## config.mk

```make
export PLATFORM = sky130hd
export DESIGN_NAME = dpll_loop_ctrl
export DESIGN_NICKNAME = d
export VERILOG_FILES = /design/src/rtl/dpll_loop_ctrl_pkg.sv /design/src/rtl/dpll_loop_ctrl_ffd.sv /design/src/rtl/dpll_loop_ctrl_sync.sv /design/src/rtl/dpll_loop_ctrl.sv
export SDC_FILE = /design/constraint.sdc
export NUM_CORES = 1
export LEC_CHECK = 0
export CAP_MARGIN = 5
export CORE_MARGIN = 2
export CORE_UTILIZATION = 36
export CTS_CLUSTER_SIZE = 12
export DETAILED_ROUTE_END_ITERATION = 16
export GPL_ROUTABILITY_DRIVEN = 0
export PLACE_DENSITY_LB_ADDON = 0.05
export SYNTH_ARGS = -nofsm -noshare
export SYNTH_HDL_FRONTEND = slang
export SYNTH_HIERARCHICAL = 1
export SYNTH_SLANG_ARGS = --single-unit
```

## constraint.sdc

```tcl
create_clock -name clk -period 5 [get_ports clk]
set_input_delay 0.5 -clock clk [delete_from_list [all_inputs] [get_ports clk]]
set_output_delay 0.5 -clock clk [all_outputs]
set_load 0.01 [all_outputs]
```

## src/rtl/dpll_loop_ctrl_pkg.sv

```systemverilog
// Shared types and sizing helpers for the DPLL loop-filter controller.
//  dpllState_t : sequencer state encoding (IDLE=0, ACQ=1, TRK=2, LOCKED=3)
//  pdSample_t  : one phase-detector sample (error present, lag direction)
//  pulseDir_t  : direction of the last DCO pulse seen while LOCKED
package dpll_loop_ctrl_pkg;

  typedef enum logic [1:0] {
    ST_IDLE   = 2'd0,
    ST_ACQ    = 2'd1,
    ST_TRK    = 2'd2,
    ST_LOCKED = 2'd3
  } dpllState_t;

  typedef struct packed {
    logic err;
    logic lag;
  } pdSample_t;

  typedef enum logic [1:0] {
    DIR_NONE = 2'd0,
    DIR_UP   = 2'd1,
    DIR_DN   = 2'd2
  } pulseDir_t;

  // Signed K-counter width: holds -(K_TRK)..K_TRK-1 without overflow.
  function automatic int cntWidth(input int kTrk);
    return $clog2(kTrk) + 1;
  endfunction

  // Width of an up-counter that must reach n-1 (at least 1 bit).
  function automatic int timerWidth(input int n);
    return (n <= 2) ? 1 : $clog2(n);
  endfunction

endpackage

```

## src/rtl/dpll_loop_ctrl_ffd.sv

```systemverilog
// Single D flip-flop with asynchronous active-low clear; the building block
// of the phase-detector input synchroniser.
//  clk   : clock
//  reset : async active-low clear
//  d / q : data in / registered data out
module dpll_loop_ctrl_ffd (
  input  logic clk,
  input  logic reset,
  input  logic d,
  output logic q
);

  always_ff @(posedge clk or negedge reset) begin
    if (!reset) q <= 1'b0;
    else        q <= d;
  end

endmodule

```

## src/rtl/dpll_loop_ctrl_sync.sv

```systemverilog
// Phase-detector input synchroniser: two flip-flops per sample bit when
// SYNC_EN=1, straight wires when the detector already lives in this domain.
//  clk    : clock
//  reset  : async active-low clear
//  raw    : pdSample_t straight from the phase detector
//  synced : pdSample_t safe to use in the clk domain
module dpll_loop_ctrl_sync
  import dpll_loop_ctrl_pkg::*;
#(
  parameter bit SYNC_EN = 1'b1
) (
  input  logic      clk,
  input  logic      reset,
  input  pdSample_t raw,
  output pdSample_t synced
);

  localparam int NB = $bits(pdSample_t);

  logic [NB-1:0] rawBits;
  logic [NB-1:0] syncBits;

  assign rawBits = raw;
  assign synced  = syncBits;

  generate
    if (SYNC_EN) begin : g_sync
      for (genvar i = 0; i < NB; i++) begin : g_bit
        logic meta;
        dpll_loop_ctrl_ffd u_ff1 (.clk(clk), .reset(reset), .d(rawBits[i]), .q(meta));
        dpll_loop_ctrl_ffd u_ff2 (.clk(clk), .reset(reset), .d(meta),       .q(syncBits[i]));
      end
    end else begin : g_bypass
      assign syncBits = rawBits;
    end
  endgenerate

endmodule

```

## src/rtl/dpll_loop_ctrl.sv

```systemverilog
// DPLL loop-filter controller: K-counter random-walk filter plus an
// acquisition / tracking / lock sequencer. Turns phase-detector samples into
// single-cycle advance/retard requests for the DCO.
//  clk       : clock, all logic on posedge
//  reset     : async active-low reset
//  en        : loop enable; low forces IDLE on the next edge
//  pd_err    : phase error present this sample
//  pd_lag    : 1 = output lags reference (count up), 0 = leads (count down)
//  inc_pulse : 1-cycle advance request
//  dec_pulse : 1-cycle retard request
//  locked    : level, high while LOCKED
//  lost_lock : 1-cycle pulse on LOCKED->ACQ
//  state     : current sequencer state
module dpll_loop_ctrl
  import dpll_loop_ctrl_pkg::*;
#(
  parameter int K_ACQ    = 8,
  parameter int K_TRK    = 64,
  parameter int ACQ_CYC  = 1024,
  parameter int LOCK_CYC = 256,
  parameter bit SYNC_EN  = 1'b1
) (
  input  logic       clk,
  input  logic       reset,
  input  logic       en,
  input  logic       pd_err,
  input  logic       pd_lag,
  output logic       inc_pulse,
  output logic       dec_pulse,
  output logic       locked,
  output logic       lost_lock,
  output logic [1:0] state
);

  localparam int CW = cntWidth(K_TRK);
  localparam int SW = CW + 1;          // one bit of headroom to see +K
  localparam int AW = timerWidth(ACQ_CYC);
  localparam int QW = timerWidth(LOCK_CYC);

  pdSample_t pdRaw, pdSync;
  assign pdRaw = '{err: pd_err, lag: pd_lag};

  dpll_loop_ctrl_sync #(.SYNC_EN(SYNC_EN)) u_sync (
    .clk   (clk),
    .reset (reset),
    .raw   (pdRaw),
    .synced(pdSync)
  );

  dpllState_t           curState;
  logic signed [CW-1:0] kCnt;
  logic [AW-1:0]        acqTimer;
  logic [QW-1:0]        quietCnt;
  pulseDir_t            lastDir;

  assign state = curState;

  // Next K-counter value and overflow detection against the active modulus.
  logic signed [SW-1:0] kMod, cntExt, cntNext;
  logic                 hitUp, hitDn;
  pulseDir_t            pulseDir;

  always_comb begin
    kMod    = (curState == ST_ACQ) ? SW'(K_ACQ) : SW'(K_TRK);
    cntExt  = {kCnt[CW-1], kCnt};
    cntNext = cntExt;
    if (pdSync.err) cntNext = pdSync.lag ? cntExt + SW'(1) : cntExt - SW'(1);
    hitUp    = (curState != ST_IDLE) && (cntNext == kMod);
    hitDn    = (curState != ST_IDLE) && (cntNext == -kMod);
    pulseDir = hitUp ? DIR_UP : (hitDn ? DIR_DN : DIR_NONE);
  end

  always_ff @(posedge clk or negedge reset) begin
    if (!reset) begin
      curState  <= ST_IDLE;
      kCnt      <= '0;
      acqTimer  <= '0;
      quietCnt  <= '0;
      lastDir   <= DIR_NONE;
      inc_pulse <= 1'b0;
      dec_pulse <= 1'b0;
      locked    <= 1'b0;
      lost_lock <= 1'b0;
    end else begin
      inc_pulse <= 1'b0;
      dec_pulse <= 1'b0;
      lost_lock <= 1'b0;
      if (!en) begin
        // Disable wins over everything, including a pulse about to fire.
        curState <= ST_IDLE;
        kCnt     <= '0;
        acqTimer <= '0;
        quietCnt <= '0;
        lastDir  <= DIR_NONE;
        locked   <= 1'b0;
      end else if (curState == ST_IDLE) begin
        curState <= ST_ACQ;
        kCnt     <= '0;
        acqTimer <= '0;
        quietCnt <= '0;
      end else begin
        inc_pulse <= hitUp;
        dec_pulse <= hitDn;
        kCnt      <= (hitUp || hitDn) ? '0 : cntNext[CW-1:0];
        case (curState)
          ST_ACQ: begin
            if (acqTimer == AW'(ACQ_CYC - 1)) begin
              // Modulus widens: any residual count is dropped.
              curState <= ST_TRK;
              kCnt     <= '0;
              acqTimer <= '0;
              quietCnt <= '0;
            end else begin
              acqTimer <= acqTimer + AW'(1);
            end
          end
          ST_TRK: begin
            if (pdSync.err) begin
              quietCnt <= '0;
            end else if (quietCnt == QW'(LOCK_CYC - 1)) begin
              curState <= ST_LOCKED;
              locked   <= 1'b1;
            end else begin
              quietCnt <= quietCnt + QW'(1);
            end
          end
          default: begin
            // Two pulses in the same direction with nothing opposite in
            // between means the loop is walking away: re-acquire. The second
            // pulse itself still goes out to the DCO.
            if (pulseDir != DIR_NONE) begin
              if (pulseDir == lastDir) begin
                curState  <= ST_ACQ;
                lost_lock <= 1'b1;
                locked    <= 1'b0;
                kCnt      <= '0;
                acqTimer  <= '0;
                quietCnt  <= '0;
                lastDir   <= DIR_NONE;
              end else begin
                lastDir <= pulseDir;
              end
            end
          end
        endcase
      end
    end
  end

endmodule

```

==> impl_metrics.py <==
metrics = {
    "power_and_ir_drop": {
        "power.internal_uw": 595,
        "p_per_area_nw_per_um2": 383,
        "leakage_uw": 0.00103,
        "p_sw_share_pct": 40.2,
        "combPwrFrac_pct": 43.0,
        "p_sw_uw": 400,
        "seq_power_share_pct": 36.0,
        "clockPowerShare_pct": 21.0,
        "ir_drop_mv": 0.127,
    },
    "sta": {
        "final.setup.worst_slack_ns": 1.69,
        "grt_setup_unrepaired": "false",
        "fin_crit_sh_pct": 66.2,
        "holdWs_ns": 0.327,
        "max_freq_mhz": 302,
        "hold_viol": 0,
        "setup_tns_ns": 0,
        "period_needed_ns": 3.31,
        "drv_slew": 0,
        "skew_ns": 0.00599,
        "setup_viol": 0,
        "max_slew.worst_pin.slew_ns": 0.880,
        "slew-limit-headroom_pct": 41.3,
    },
    "route": {
        "avgRoutedWirePerCell_um": 15.4,
        "antenna_left": 0,
        "avgViaCountPerCell": 5.56,
        "vias": 1936,
        "wirelength_mm": 5.35,
        "drc_errors": 0,
        "first_pass_iters": 4,
        "drtIter0Drc": 80,
    },
    "clocking": {
        "postCtsHoldBufs": 0,
        "post_cts_buffers": 0,
        "cts.path.max_buffers": 2,
        "cts_root_buf": "clkbuf_8",
        "clkLatencyLatePin_ns": 0.29,
        "clock_sinks": 37,
        "cts_tree": "yes",
        "h-tree-depth": 2,
        "clk_pin_slew_worst_paths_ns": 0.08,
        "cts_resized": 0,
        "cts-buffers-inserted": 5,
    },
    "finish": {
        "area_delta_synth_final_pct": 11.5,
        "fin_nets": 288,
        "drive_above_1_share_pct": 7.38,
        "insertedDiodeCount": 0,
        "fill_cells": 653,
        "stdcell_count": 348,
    },
    "critical_path": {
        "r2r-start": "u_sync/g_sync.g_bit[0].u_ff2/q",
        "required_ns": 5.22,
        "criticalPathCategory": "flop to flop",
        "cpMaxStageDelayCell": "a31oi_2",
        "crit_chain": "inv_1, ha_1, nor2b_1, or2_2, a311oi_1, nor2b_1, o2111a_2, o221ai_4, a31oi_2, mux2i_1",
        "critPathMaxStageDelay_ns": 0.51,
        "endpoint_kind": "flop",
        "critPathArrivalTime_ns": 3.53,
        "path_buf_inv": 1,
        "r2r_slack_ns": 1.69,
        "reg2reg_depth": 10,
        "path_common_cell": "nor2b_1",
        "r2r_end": "acqTimer[1]",
        "startpoint_type": "flop",
        "crit_family": "compound AO/OA/AOI/OAI gates",
        "crit_fanout": 9,
    },
    "die": {
        "initial_utilization_pct": 36.9,
        "core_area_um2": 6310,
        "rows": 29,
        "io_pins": 11,
        "fp.dieW_um": 84.5,
        "die_y_um": 84.5,
        "dieArea_um2": 7130,
    },
    "grt": {
        "grt_pass1_wl_mm": 9.50,
        "track_usage_pct": 16.5,
        "grt_max_degree": 38,
        "grt_pass1_vias": 1995,
        "grt_overflow": 0,
        "antenna_found_initial": 0,
    },
    "synth": {
        "synth_top_cell_by_area": "dfrtp_1",
        "netlist_top_cells_area": "dfrtp_1 40%, ha_1 6.4%, nor2_1 3.9%",
        "yosys.area.top_type_share_pct": 39.7,
        "syn_inst": 255,
        "syn_nets": 273,
        "async_reset_ff_share_pct": 100,
        "synth_area_um2": 2330,
        "synth_cell_types": 56,
        "ys_seq_elements": 37,
        "synth_ff_type": "dfrtp_1",
        "yosysSeqAreaShare_pct": 39.7,
        "synth_edf_count": 0,
        "yosys_warnings": 6,
        "syn_area_per_cell_um2": 9.14,
    },
    "min_path": {
        "hp-class": "input pin to asynchronous set/reset pin",
    },
    "outcome": {
        "status": "finished clean",
    },
    "run": {
        "drv_cap": 0,
    },
    "placement": {
        "hpwl_mm": 3.80,
        "placed_cells": 340,
        "numPortBuffers": 10,
        "pre_cts_ws_ns": 1.70,
    },
}
cell type report:
cell class / instances / area [um2] / area share, %
Inverter: 19 / 71.3 / 2.74
Clock buffer: 6 / 72.6 / 2.79
Multi-Input combinational cell: 196 / 1320 / 50.8
Tap cell: 77 / 96.3 / 3.71
Timing Repair Buffer: 11 / 103 / 3.95
Clock inverter: 2 / 10.0 / 0.385
Sequential cell: 37 / 926 / 35.6
synth_stat cells, drive strengths merged (3+ instances only):
master  count
dfrtp      37
nor2       24
nand2      23
inv        19
a31oi      14
a21oi      12
ha         12
nor3       11
o21ai      11
a211oi      7
nand2b      7
nand3       7
mux2i       6
nor2b       4
xnor2       4
and2        3
and3        3
nor4        3
o2111a      3
o21a        3
o31a        3
power groups by stage:
stage	Combinational (uW)	Sequential, uW	Clock (uW)
6_report	428	359	209
5_1_grt	483	364	230
4_1_cts	431	359	219
3_5_place_dp	429	364	0
3_3_place_gp	432	366	0
2_1_floorplan	315	359	0
layer usage:
layer / share of wire, % / GRT usage, % / vias up
met2: 47 / 27.6 / 10
met4: 1.7 / 6.20 / 0
met1: 50 / 21.3 / 939
met5: 0 / 0 / -
met3: 1.6 / 3.05 / 10
li1: - / - / 977
worst max-delay path by stage:
stage	from	to	slack (ns)	cells after the start
after floorplan	u_sync/g_sync.g_bit[0].u_ff2/q	quietCnt[0]	2.09	10
after global placement	u_sync/g_sync.g_bit[0].u_ff2/q	acqTimer[1]	1.77	10
after detailed placement	u_sync/g_sync.g_bit[0].u_ff2/q	acqTimer[3]	1.70	10
after CTS	u_sync/g_sync.g_bit[0].u_ff2/q	acqTimer[1]	1.68	10
after global routing	u_sync/g_sync.g_bit[0].u_ff2/q	acqTimer[3]	1.35	10
final	u_sync/g_sync.g_bit[0].u_ff2/q	acqTimer[1]	1.69	10
metrics by stage:
step | util, % | total power (uW) | cell area [um2]
after floorplan | - | 674 | 2330
after global placement | 39.9 | 798 | 2520
after detailed placement | 39.9 | 793 | 2520
after CTS | 41.2 | 1010 | 2600
after global routing | 41.2 | 1080 | 2600
final | 41.2 | 995 | 2600
flip-flops by register name (all words and copies together), names as in the netlist:
signal / count
u_sync/g_sync.g_bit.u_ff1/q: 2
lost_lock: 1
state: 2
kCnt: 7
lastDir: 2
quietCnt: 8
inc_pulse: 1
dec_pulse: 1
locked: 1
u_sync/g_sync.g_bit.u_ff2/q: 2
acqTimer: 10
layout by cell type, fill, tap and decap left out, types with 3 or more instances in the layout:
| master | n |
|---|---|
| and2_1 | 3 |
| a31oi_1 | 13 |
| mux2i_1 | 6 |
| a21oi_1 | 12 |
| ha_1 | 12 |
| nand3_1 | 7 |
| nor4_1 | 3 |
| nor2b_1 | 4 |
| o21ai_0 | 9 |
| and3_1 | 3 |
| xnor2_1 | 4 |
| nor3_1 | 11 |
| nand2_1 | 22 |
| a211oi_1 | 6 |
| clkdlybuf4s50_1 | 9 |
| dfrtp_1 | 37 |
| o21a_1 | 3 |
| nor2_1 | 24 |
| nand2b_1 | 7 |
| inv_1 | 19 |
| o31a_1 | 3 |
| clkbuf_8 | 5 |
worst reg2reg max path, delay by kind of cell (launching register included):
kind                     cells  cell delay, ns
flip-flops                   1            0.41
AO/OA/AOI/OAI                4            1.44
multiplexers                 1            0.23
AND/OR/NAND/NOR              3            0.64
buffers and inverters        1            0.21
adder cells (fa/ha/maj)      1            0.32
kinds of logic (layout without fill, tap and decap cells):
logic type / after synthesis / count (layout) / synth area share, %
DFF: 37 / 37 / 39.7
and+or+nand+nor: 98 / 98 / 21.3
adders and majority gates: 13 / 13 / 7.30
AOI/OAI and AO/OA: 74 / 74 / 23.5
xor gates and xnor gates: 4 / 4 / 1.50
muxes: 7 / 7 / 3.06
buffers and inverters: 22 / 38 / 3.65
Note: power is estimated with default switching activity, not from simulation.
